$ cat config.mk
export PLATFORM = sky130hd
export DESIGN_NAME = spi_reg_bank
export DESIGN_NICKNAME = d
export VERILOG_FILES = /design/src/rtl/spi_reg_bank.sv
export SDC_FILE = /design/constraint.sdc
export NUM_CORES = 1
export LEC_CHECK = 0
export ABC_AREA = 0
export CAP_MARGIN = 20
export CELL_PAD_IN_SITES_DETAIL_PLACEMENT = 0
export CELL_PAD_IN_SITES_GLOBAL_PLACEMENT = 1
export CORE_MARGIN = 3
export CORE_UTILIZATION = 45
export DETAILED_ROUTE_END_ITERATION = 16
export GPL_TIMING_DRIVEN = 0
export PLACE_DENSITY = 0.92
export SLEW_MARGIN = 20
export SYNTH_ARGS = -nofsm -noshare
export SYNTH_HDL_FRONTEND = slang
export SYNTH_SLANG_ARGS = --single-unit
export TNS_END_PERCENT = 10
$ cat constraint.sdc
create_clock -name clk -period 5.1 [get_ports clk]
set_input_delay 1.02 -clock clk [delete_from_list [all_inputs] [get_ports clk]]
set_output_delay 1.02 -clock clk [all_outputs]
set_load 0.005 [all_outputs]
$ cat src/rtl/spi_reg_bank.sv
// SPI mode-0 slave register bank, oversampled on clk: write, readback on cipo,
// per-write strobe, out-of-range filtering and a saturating aborted-frame counter.
module spi_reg_bank #(
  parameter int unsigned       ADDR_W   = 7,
  parameter int unsigned       DATA_W   = 8,
  parameter int unsigned       NUM_REGS = 5,
  parameter logic [DATA_W-1:0] RST_VAL  = '0
) (
  input  logic                         clk,
  input  logic                         rst_n,
  input  logic                         sclk,
  input  logic                         ncs,
  input  logic                         copi,
  output logic                         cipo,
  output logic                         cipo_oe,
  output logic [NUM_REGS*DATA_W-1:0]   regs_out,
  output logic                         wr_stb,
  output logic [ADDR_W-1:0]            wr_addr,
  output logic [7:0]                   abort_cnt
);

  localparam int unsigned FRAME_W = 1 + ADDR_W + DATA_W;
  localparam int unsigned HDR_W   = 1 + ADDR_W;
  localparam int unsigned SH_W    = ADDR_W + DATA_W;
  localparam int unsigned CNT_W   = $clog2(FRAME_W + 1);

  typedef enum logic [2:0] {IDLE, SHIFT, READ, COMMIT, DONE} state_t;

  state_t              state;
  logic [2:0]          sclk_sync;
  logic [1:0]          ncs_sync;
  logic [1:0]          copi_sync;
  logic [SH_W-1:0]     shreg;
  logic [SH_W-1:0]     shreg_nxt;
  logic [CNT_W-1:0]    cnt;
  logic [CNT_W-1:0]    cnt_nxt;
  logic [DATA_W-1:0]   out_sh;
  logic [DATA_W-1:0]   rd_data;
  logic [ADDR_W-1:0]   hdr_addr;
  logic [ADDR_W-1:0]   frm_addr;
  logic [DATA_W-1:0]   frm_data;
  logic                hdr_rw;
  logic                frm_hit;
  logic                cipo_q;
  logic                ncs_seen;
  logic                sclk_rise;
  logic                sclk_fall;
  logic                ncs_s;
  logic                copi_s;
  logic [DATA_W-1:0]   regs [NUM_REGS];

  // Input synchronisers; sclk gets a third stage for edge detection
  always_ff @(posedge clk) begin
    if (rst_n) begin
      sclk_sync <= '0;
      ncs_sync  <= '0;
      copi_sync <= '0;
    end else begin
      sclk_sync <= {sclk_sync[1:0], sclk};
      ncs_sync  <= {ncs_sync[0], ncs};
      copi_sync <= {copi_sync[0], copi};
    end
  end

  assign sclk_rise = sclk_sync[1] & ~sclk_sync[2];
  assign sclk_fall = ~sclk_sync[1] & sclk_sync[2];
  assign ncs_s     = ncs_sync[1];
  assign copi_s    = copi_sync[1];
  assign cipo_oe   = ~ncs_s;
  assign cipo      = cipo_q & cipo_oe;

  // Header decode on the incoming bit, frame decode on the completed shifter
  always_comb begin
    shreg_nxt = {shreg[SH_W-2:0], copi_s};
    cnt_nxt   = cnt + CNT_W'(1);
    hdr_addr  = shreg_nxt[ADDR_W-1:0];
    hdr_rw    = shreg_nxt[ADDR_W];
    frm_addr  = shreg[DATA_W +: ADDR_W];
    frm_data  = shreg[DATA_W-1:0];
    rd_data   = '0;
    frm_hit   = 1'b0;
    for (int unsigned i = 0; i < NUM_REGS; i++) begin
      if (hdr_addr == ADDR_W'(i)) rd_data = regs[i];
      if (frm_addr == ADDR_W'(i)) frm_hit = 1'b1;
    end
  end

  always_comb begin
    regs_out = '0;
    for (int unsigned i = 0; i < NUM_REGS; i++) regs_out[i*DATA_W +: DATA_W] = regs[i];
  end

  // Frame FSM. ncs_seen blocks a frame from starting until ncs has been seen
  // deasserted after reset, since the zeroed ncs synchroniser reads as selected.
  always_ff @(posedge clk) begin
    if (rst_n) begin
      state     <= IDLE;
      shreg     <= '0;
      cnt       <= '0;
      out_sh    <= '0;
      cipo_q    <= 1'b0;
      wr_stb    <= 1'b0;
      wr_addr   <= '0;
      abort_cnt <= '0;
      ncs_seen  <= 1'b0;
      for (int unsigned i = 0; i < NUM_REGS; i++) regs[i] <= RST_VAL;
    end else begin
      wr_stb <= 1'b0;
      if (ncs_s) ncs_seen <= 1'b1;
      case (state)
        IDLE: begin
          shreg  <= '0;
          cnt    <= '0;
          out_sh <= '0;
          cipo_q <= 1'b0;
          if (!ncs_s && ncs_seen) state <= SHIFT;
        end
        SHIFT: begin
          if (ncs_s) begin
            state     <= IDLE;
            abort_cnt <= (abort_cnt == 8'hFF) ? abort_cnt : abort_cnt + 8'd1;
          end else if (sclk_rise) begin
            shreg <= shreg_nxt;
            cnt   <= cnt_nxt;
            if (cnt_nxt == CNT_W'(HDR_W) && !hdr_rw) begin
              state  <= READ;
              out_sh <= rd_data;
            end else if (cnt_nxt == CNT_W'(FRAME_W)) begin
              state <= COMMIT;
            end
          end
        end
        READ: begin
          if (ncs_s) begin
            state     <= IDLE;
            abort_cnt <= (abort_cnt == 8'hFF) ? abort_cnt : abort_cnt + 8'd1;
          end else begin
            if (sclk_rise) begin
              cnt <= cnt_nxt;
              if (cnt_nxt == CNT_W'(FRAME_W)) state <= DONE;
            end
            if (sclk_fall) begin
              cipo_q <= out_sh[DATA_W-1];
              out_sh <= out_sh << 1;
            end
          end
        end
        COMMIT: begin
          if (frm_hit) begin
            for (int unsigned i = 0; i < NUM_REGS; i++)
              if (frm_addr == ADDR_W'(i)) regs[i] <= frm_data;
            wr_stb  <= 1'b1;
            wr_addr <= frm_addr;
          end
          state <= DONE;
        end
        DONE: begin
          if (ncs_s) state <= IDLE;
        end
        default: state <= IDLE;
      endcase
    end
  end

endmodule

==> results of run 1 <==
==> routing by layer <==
metal  vias up  track usage [%]  wire length (µm)  share of wire, %
met2        90            31.67              4738                47
met4         0            6.574               156               1.5
met3        13            5.007               602               6.0
met5         -                0                 0                 0
li1       1612                -                 -                 -
met1      1586            27.73              4597                46
==> registers in the layout, indices dropped and copies added, names as in the netlist <==
name       cells
ncs_seen       1
ncs_sync       2
regs          40
wr_addr        7
out_sh         8
state          3
wr_stb         1
sclk_sync      3
abort_cnt      8
copi_sync      2
cnt            5
shreg         15
cipo_q         1
==> power by group through the flow <==
stage | Sequential [mW] | Clock (mW) | Combinational, mW
after floorplan | 0.867 | 0 | 0.216
after global placement | 0.870 | 0 | 0.306
after detailed placement | 0.871 | 0 | 0.313
after CTS | 0.854 | 0.505 | 0.314
after global routing | 0.859 | 0.543 | 0.347
final | 0.854 | 0.502 | 0.317
==> cell usage in the layout (no fill, tap or decap), types with 7 or more instances in the layout <==
master,instances
a21oi_1,41
a311oi_1,7
and2_1,18
buf_2,7
clkbuf_1,12
clkbuf_8,9
clkdlybuf4s50_1,62
dfxtp_1,56
edfxtp_1,40
mux2i_1,16
nand2_1,38
nand3_1,20
nor2_1,32
nor2b_1,14
o21ai_0,16
==> through the flow <==
| stage | setup WS [ns] | area (µm²) | power (mW) |
|---|---|---|---|
| 2_1_floorplan | 2.850 | 4237 | 1.084 |
| 3_3_place_gp | 1.639 | 4992 | 1.176 |
| 3_5_place_dp | 1.550 | 4992 | 1.184 |
| 4_1_cts | 1.939 | 5191 | 1.673 |
| 5_1_grt | 1.817 | 5196 | 1.748 |
| 6_report | 1.984 | 5196 | 1.673 |
==> area by class of cell <==
type	count	area, µm²	share of cell area (%)
plain buffers	25	123.9	2.384
clock buffers	10	127.6	2.456
clock inverters	6	71.32	1.373
inverters	4	15.01	0.2889
multi-input cells	285	1780	34.26
flip-flops and latches	96	2322	44.69
well taps	108	135.1	2.601
repair buffers	62	620.6	11.94
==> how the worst max path moves through the flow <==
stage / slack (ns) / depth (start not counted) / from / end
after floorplan: 2.85 / 3 / rst_n / regs[0][10]$_DFFE_PP_
after global placement: 1.64 / 4 / rst_n / regs[0][9]$_DFFE_PP_
after detailed placement: 1.55 / 4 / rst_n / regs[0][9]$_DFFE_PP_
after CTS: 1.94 / 4 / rst_n / regs[0][11]$_DFFE_PP_
after global routing: 1.82 / 4 / rst_n / regs[0][14]$_DFFE_PP_
final: 1.98 / 4 / rst_n / regs[0][11]$_DFFE_PP_
==> cell families after synthesis <==
family / count (synthesis) / synth area share, %
AOI/OAI and AO/OA: 90 / 14.27
buffers and inverters: 29 / 3.278
xor gates and xnor gates: 9 / 2.038
DFF: 96 / 54.81
and+or+nand+nor: 164 / 20.14
adders and majority gates: 3 / 0.8861
muxes: 19 / 4.578
==> critical path, delay by kind of cell <==
family                 cells  cell delay (ns)
AOI/OAI and AO/OA          1             0.53
buffers and inverters      3             1.54
==> impl_results.md, run 1 <==
* Outcome: finished clean
* CP Cell Sequence: clkdlybuf4s50_1 > clkbuf_1 > clkbuf_1 > o21bai_1
* Most frequent cell after synthesis: dfxtp_1
* Final period util at 61.10%
* Leakage at 1.797 nW
* Fillcell total at 779
* Cells after Synth at 410
* Initial antenna violation count at 0
* Synth top cells by count: 56 x dfxtp_1, 41 x a21oi_1, 40 x edfxtp_1
* Die Height at 103.0 µm
* Crit. End Element: flop
* Most frequent CP cell: clkbuf_1
* Post-CTS setup buffers at 0
* Yosys top cell area share at 28.35%
* Placed cell count at 580
* GRT overflow at 0
* Power share of the sequential group at 51.0%
* PwrDens at 321.9 mW/mm²
* Initial core utilization at 47.42%
* Worst VDD drop at 209.2 µV
* P_sw at 0.4856 mW
* Worst hold start: ncs_sync[0]$_SDFF_PP0_
* TritonCTS clock tree: done
* Yosys reg bits at 96
* Final min period at 3.116 ns
* Final setup vio count at 0
* Post-Route Utilization at 58.17%
* Post-Synthesis Cell Area at 0.004237 mm²
* CP max-delay cell: clkdlybuf4s50_1
* Clk_skew at 0.01465 ns
* Worst-Margin Slew at 0.9886 ns
* Synth cell types at 61
* Layout area overhead at 22.65%
* First-pass GRT wire length at 16,480 µm
* Reg2reg path depth at 6
* RSZ-0062 raised after global routing: no
* Max_cap viols at 0
* Placer's final routability congestion estimate at 0.8303
* Largest net degree at the start of global routing at 17
* H-tree Lvls at 3
* Combinational power share at 18.9%
* CP arrival at 3.11 ns
* Post-synth EDFFs at 40
* Nets@finish at 491
* Mean routed wirelength per cell at 16.94 µm
* FF-to-FF Start: state[2]$_SDFFE_PP0P_
* CTS Buf Count at 9
* Core ar. at 0.008934 mm²
* Slew Limit Fails at 0
* Total Die Area at 0.01062 mm²
* Worst Hold End: ncs_sync[1]$_SDFF_PP0_
* CTS Sinks at 96
* Critical Path Max Stage Delay at 0.63 ns
* Via density per instance at 5.539
* Syn_nets at 418
* Fmax at 0.3209 GHz
* CP Launch Type: input pin
* Vias at 3,301
* Io pins at 63
* Worst Hold Class: reg2reg
* FP Rows at 34
* Die W at 103.0 µm
* Register area share after synthesis at 54.81%
* Hold_ws at 0.4416 ns
* Hold Violations, Final at 0
* Clock insertion delay at the later pin of the skew report at 0.37 ns
* Slew HR at 33.96%
* Overall routed net length at 10,100 µm
* Synth area leader: edfxtp_1
* Post-synthesis average cell area at 10.33 µm²
* R2r setup slk at 2.44 ns
* N_diodes at 0
* Dpl hpwl at 7241 µm
* CTS clk-pin slew, worst paths at 0.09 ns
* Post-CTS sizing at 0
* Final ANT Viol Nets at 0
* Clk network pwr share at 30.0%
* Worst Path Max Fanout at 10
* GRT Total Usage at 20.26%
* Synth Warn # at 0
* Drt first pass iters at 5
* Hold_buf cts at 0
* Crit path kind: in2reg
* Hold path depth at 1
* Area contributors post-synth: edfxtp_1 28%, dfxtp_1 26%, a21oi_1 4.8%
* Finished Layout Cells at 596
* DRT iter0 DRCs at 170
* Switch share at 29.03%
* Layout cells sized above 1 at 9.836%
* Vias in the first global route at 3,214
* DRC at 0
* Async S/R FF share, synth at 0%
* CTS max path bufs at 2
* Critical Path RT at 5.09 ns
* Synth Flop Type: dfxtp_1
* Root buf cell: clkbuf_8
* Internal at 1.187 mW
* Port buffer count at 62
* R2r endpoint: regs[0][11]$_DFFE_PP_
* TNS Setup at 0 ns
Note: power is estimated with default switching activity, not from simulation.
==> run 2: changes to the inputs <==
Settings changed: CORE_UTILIZATION 45 to 38, PLACE_DENSITY 0.92 to 0.84.
Clock period 5.1 ns to 2.85 ns, I/O delays scaled along.
==> run 2 against run 1 <==
Effect of this change: routed wire length grew 3.4%; final cell count grew 4.7%; core utilization is 8.9 points lower; final area increased by 0.46%; combinational power grew 79%; flip-flop and latch count did not move; worst hold slack improved by 0.0049 ns; sequential power increased by 79%.
==> impl_results.md, run 2 (synthesis results as in run 1) <==
* Via density per instance at 5.343
* Max_cap viols at 0
* Die W at 111.6 µm
* Top sig layer: met4
* RSZ-0062 raised after global routing: no
* Worst Hold End: copi_sync[1]$_SDFF_PP0_
* Worst Path Max Fanout at 10
* Overall routed net length at 10,440 µm
* Final min period at 2.652 ns
* Critical Path RT at 2.84 ns
* Crit path kind: in2reg
* H-tree Lvls at 3
* Commonest non-fill, non-tap cells in the layout: 62 x clkdlybuf4s50_1, 56 x dfxtp_1, 41 x a21oi_1
* Initial antenna violation count at 0
* Critical path's top delay family: buffers and inverters
* GRT overflow at 0
* Number of flip-flops in the largest register at 40
* N_diodes at 0
* Port buffer count at 62
* Fmax at 0.3771 GHz
* R2r endpoint: regs[0][12]$_DFFE_PP_
* CTS Buf Count at 9
* Layout cells sized above 1 at 10.04%
* Combinational power share at 19.1%
* Total Die Area at 0.01245 mm²
* DRC at 0
* DRT iter0 DRCs at 148
* Worst VDD drop at 230.7 µV
* Final setup vio count at 0
* Die Height at 111.6 µm
* Reg2reg path depth at 6
* CTS max path bufs at 2
* Nets@finish at 491
* R2r setup slk at 0.26 ns
* Dpl hpwl at 7498 µm
* Vias in the first global route at 3,175
* Internal at 2.117 mW
* Initial core utilization at 39.96%
* Root buf cell: clkbuf_8
* Outcome: finished clean
* GRT Total Usage at 17.08%
* PwrDens at 570.4 mW/mm²
* Largest registers: regs (40), shreg (15)
* Crit path buf inv count at 3
* Placer's final routability congestion estimate at 0.8034
* CTS Sinks at 96
* FP Rows at 37
* Post-CTS setup buffers at 0
* Clk network pwr share at 29.6%
* Critical Path Max Stage Delay at 0.61 ns
* P_sw at 0.8607 mW
* Post-CTS sizing at 0
* Metal2 WL at 4887 µm
* Drt first pass iters at 5
* Worst hold start: copi_sync[0]$_SDFF_PP0_
* Io pins at 63
* Most flops, register: regs
* M1 wire length at 4917 µm
* Final period util at 93.04%
* Layout area overhead at 23.21%
* First-pass GRT wire length at 16,820 µm
* TNS Setup at 0 ns
* Pwr Total at 2.977 mW
* Core ar. at 0.01060 mm²
* Slew Limit Fails at 0
* Most frequent CP cell: clkbuf_1
* Worst Hold Class: reg2reg
* FF-to-FF Start: state[2]$_SDFFE_PP0P_
* Power share of the sequential group at 51.4%
* Crit. End Element: flop
* CTS clk-pin slew, worst paths at 0.09 ns
* Slew HR at 39.66%
* Clk_skew at 0.008320 ns
* TritonCTS clock tree: done
* CP Launch Type: input pin
* Met3 WL at 446 µm
* Mean routed wirelength per cell at 16.73 µm
* Switch share at 28.91%
* CP arrival at 2.64 ns
* Commonest non-fill, non-tap cell in the layout: clkdlybuf4s50_1
* Worst-Margin Slew at 0.9032 ns
* Hold path depth at 1
* Final ANT Viol Nets at 0
* CP max-delay cell: clkdlybuf4s50_1
* Leakage at 1.793 nW
* Vias at 3,334
* Largest net degree at the start of global routing at 17
* Hold_buf cts at 0
* Clock insertion delay at the later pin of the skew report at 0.36 ns
* CP Cell Sequence: clkdlybuf4s50_1 > clkbuf_1 > clkbuf_1 > o21bai_1
* Hold Violations, Final at 0
-- run 2: cell count changes in the layout (fill, tap and decap cells not counted) --
cell        change
clkinvlp_4      +1
inv_6           +1
clkinv_1        -1
clkinv_8        -1
clkinv_4        -2
clkinv_2        +2
-- run 2: worst max-delay path by stage --
stage | start | endpoint | slack (ns) | cells after the start
global placement | rst_n | regs[0][14]$_DFFE_PP_ | -0.17 | 4
global route | state[2]$_SDFFE_PP0P_ | regs[0][12]$_DFFE_PP_ | 0.05 | 6
finish | rst_n | regs[0][12]$_DFFE_PP_ | 0.20 | 4
CTS | rst_n | regs[0][12]$_DFFE_PP_ | 0.21 | 4
floorplan | state[2]$_SDFFE_PP0P_ | regs[0][10]$_DFFE_PP_ | 0.85 | 6
detailed placement | rst_n | regs[0][14]$_DFFE_PP_ | -0.19 | 4
-- run 2: routing by layer --
| metal | track usage (%) | vias up |
|---|---|---|
| met3 | 4.076 | 16 |
| met1 | 23.81 | 1645 |
| met2 | 26.18 | 65 |
| met4 | 5.839 | 0 |
| met5 | 0 | - |
| li1 | - | 1608 |
-- run 2: power by group through the flow --
stage	Clock [mW]	Sequential [mW]	Combinational [mW]
6_report	0.880	1.53	0.568
5_1_grt	0.959	1.54	0.628
4_1_cts	0.902	1.53	0.564
3_5_place_dp	0	1.56	0.562
3_3_place_gp	0	1.56	0.554
2_1_floorplan	0	1.55	0.387
-- run 2: through the flow --
stage | utilization (%) | std cells | cell area [µm²] | hold slack (ns) | setup WS (ns)
2_1_floorplan | - | 410 | 4237 | 0.4138 | 0.8535
3_3_place_gp | 47.42 | 608 | 5027 | 0.4234 | -0.1748
3_5_place_dp | 47.42 | 608 | 5027 | 0.4287 | -0.1874
4_1_cts | 49.19 | 624 | 5215 | 0.4501 | 0.2094
5_1_grt | 49.24 | 624 | 5220 | 0.4659 | 0.04755
6_report | 49.24 | 624 | 5220 | 0.4465 | 0.1984
-- run 2: layout make-up --
| class | count | area [µm²] |
|---|---|---|
| Fill cell | 985 | 5381 |
| Sequential cell | 96 | 2322 |
| Multi-Input combinational cell | 285 | 1780 |
| Timing Repair Buffer | 62 | 620.6 |
| Tap cell | 136 | 170.2 |
| Clock buffer | 10 | 127.6 |
| Buffer | 25 | 123.9 |
| Clock inverter | 6 | 60.06 |
| Inverter | 4 | 15.01 |
==> run 3: changes to the inputs <==
Settings changed: CELL_PAD_IN_SITES_DETAIL_PLACEMENT 0 to default, CELL_PAD_IN_SITES_GLOBAL_PLACEMENT 1 to default, CORE_UTILIZATION 38 to 45, GPL_ROUTABILITY_DRIVEN from default to 0, PLACE_DENSITY 0.84 to 0.79.
==> run 3 against run 2 <==
Effect of this change: final cell count down 4.5%; final area decreased by 1.0%; routed wire length down 5.3%; flip-flop and latch count did not move; global-route usage is 2.7 points higher; critical path type is now reg2reg; largest cell class unchanged; largest power group unchanged.
==> impl_results.md, run 3 (synthesis results as in run 1) <==
* R2r endpoint: regs[0][8]$_DFFE_PP_
* Mean routed wirelength per cell at 16.59 µm
* Slew Limit Fails at 0
* Switch share at 29.64%
* Worst Path Max Fanout at 10
* Reg2reg path depth at 6
* Final ANT Viol Nets at 0
* Critical Path Max Stage Delay at 0.70 ns
* Clk network pwr share at 27.7%
* Combinational power share at 19.5%
* Worst Hold Class: reg2reg
* Commonest non-fill, non-tap cells in the layout: 62 x clkdlybuf4s50_1, 56 x dfxtp_1, 41 x a21oi_1
* GRT Total Usage at 19.73%
* Critical Path RT at 2.84 ns
* Fillcell total at 754
* Vias at 3,375
* TritonCTS clock tree: done
* Vias in the first global route at 3,240
* Post-CTS setup buffers at 0
* Slew HR at 40.72%
* Hold_buf cts at 0
* DRT iter0 DRCs at 243
* Outcome: finished clean
* Number of flip-flops in the largest register at 40
* Via density per instance at 5.663
* Layout area overhead at 21.97%
* FP Rows at 34
* Hold Violations, Final at 0
* Dpl hpwl at 7189 µm
* Commonest non-fill, non-tap cell in the layout: clkdlybuf4s50_1
* CP Launch Type: flop
* FF-to-FF Start: state[2]$_SDFFE_PP0P_
* Area after DPL at 0.004992 mm²
* Initial antenna violation count at 0
* Leakage at 1.783 nW
* Max_cap viols at 0
* N_diodes at 0
* CP arrival at 2.59 ns
* Io pins at 63
* CTS clk-pin slew, worst paths at 0.09 ns
* PwrDens at 560.5 mW/mm²
* Worst-Margin Slew at 0.8874 ns
* GRT overflow at 0
* Clock insertion delay at the later pin of the skew report at 0.37 ns
* Largest net degree at the start of global routing at 17
* Fin area at 0.005167 mm²
* RSZ-0062 raised after global routing: no
* Crit. End Element: flop
* Die W at 103.0 µm
* Crit path kind: reg2reg
* Die Height at 103.0 µm
* Hold path depth at 1
* Hold_ws at 0.4399 ns
* Critical path's top delay family: simple AND/OR/NAND/NOR gates
* CP max-delay cell: o21bai_1
* Largest registers: regs (40), shreg (15)
* Layout cells sized above 1 at 10.04%
* Nets@finish at 491
* Crit path buf inv count at 1
* Port buffer count at 62
* P_sw at 0.8584 mW
* Post-CTS sizing at 0
* Final min period at 2.597 ns
* Clk_skew at 0.01635 ns
* Fmax at 0.3850 GHz
* First-pass GRT wire length at 16,200 µm
* CTS Buf Count at 9
* Core ar. at 0.008934 mm²
* Drt first pass iters at 5
* Root buf cell: clkbuf_8
* Most flops, register: regs
* Initial core utilization at 47.42%
* Final setup vio count at 0
* Worst Hold End: sclk_sync[1]$_SDFF_PP0_
* Internal at 2.038 mW
* Total Die Area at 0.01062 mm²
* Power share of the sequential group at 52.8%
* CTS max path bufs at 2
* CTS Sinks at 96
* H-tree Lvls at 3
* Overall routed net length at 9889 µm
* CP Cell Sequence: buf_2 > nor3_1 > nand4_1 > nor2_1 > nand2_1 > o21bai_1
* Worst hold start: sclk_sync[0]$_SDFF_PP0_
* Worst VDD drop at 278.6 µV
* R2r setup slk at 0.25 ns
* DRC at 0
* Final period util at 91.14%
[run 3: power groups by stage]
stage | sequential (mW) | combinational, mW | clock [mW]
after global routing | 1.54 | 0.621 | 0.866
after global placement | 1.56 | 0.539 | 0
after floorplan | 1.55 | 0.387 | 0
after detailed placement | 1.56 | 0.554 | 0
after CTS | 1.53 | 0.557 | 0.808
final | 1.53 | 0.564 | 0.803
[run 3: final cells by class]
cell class	count	area, µm²	area share [%]
sequential	96	2322	44.94
tap	108	135.1	2.615
buffer	25	123.9	2.397
multi-input combinational	285	1780	34.46
clock buffer	11	131.4	2.542
inverter	4	15.01	0.2906
clock inverter	5	38.79	0.7506
timing repair buffer	62	620.6	12.01
[run 3: worst max-delay path by stage]
stage / startpoint / endpoint / slack [ns] / cells after the start
floorplan: state[2]$_SDFFE_PP0P_ / regs[0][10]$_DFFE_PP_ / 0.85 / 6
global placement: rst_n / regs[0][14]$_DFFE_PP_ / -0.13 / 4
detailed placement: rst_n / regs[0][14]$_DFFE_PP_ / -0.12 / 4
CTS: rst_n / regs[0][8]$_DFFE_PP_ / 0.27 / 4
global route: state[2]$_SDFFE_PP0P_ / regs[0][8]$_DFFE_PP_ / 0.06 / 6
finish: state[2]$_SDFFE_PP0P_ / regs[0][8]$_DFFE_PP_ / 0.25 / 6
[run 3: worst reg2reg max path, stage by stage (launching register included)]
cell	delay (ns)
dfxtp_1	0.35
buf_2	0.19
nor3_1	0.24
nand4_1	0.27
nor2_1	0.38
nand2_1	0.10
o21bai_1	0.70
[run 3: stage by stage]
| stage | util (%) | setup TNS (ns) | total power, mW | std cells | worst slack, ns |
|---|---|---|---|---|---|
| final | 57.84 | 0 | 2.896 | 596 | 0.2526 |
| after global routing | 57.84 | 0 | 3.023 | 596 | 0.05888 |
| after CTS | 57.79 | 0 | 2.894 | 596 | 0.2703 |
| after detailed placement | 55.88 | -0.9523 | 2.113 | 580 | -0.1198 |
| after global placement | 55.88 | -0.9966 | 2.096 | 580 | -0.1253 |
| after floorplan | - | 0 | 1.939 | 410 | 0.8535 |
[run 3: routing by layer]
metal	vias to the layer above	global-route usage [%]	wire, µm
li1	1618	-	-
met5	-	0	0
met4	0	5.876	141
met3	15	3.992	498
met2	121	31.52	4917
met1	1621	27.22	4332
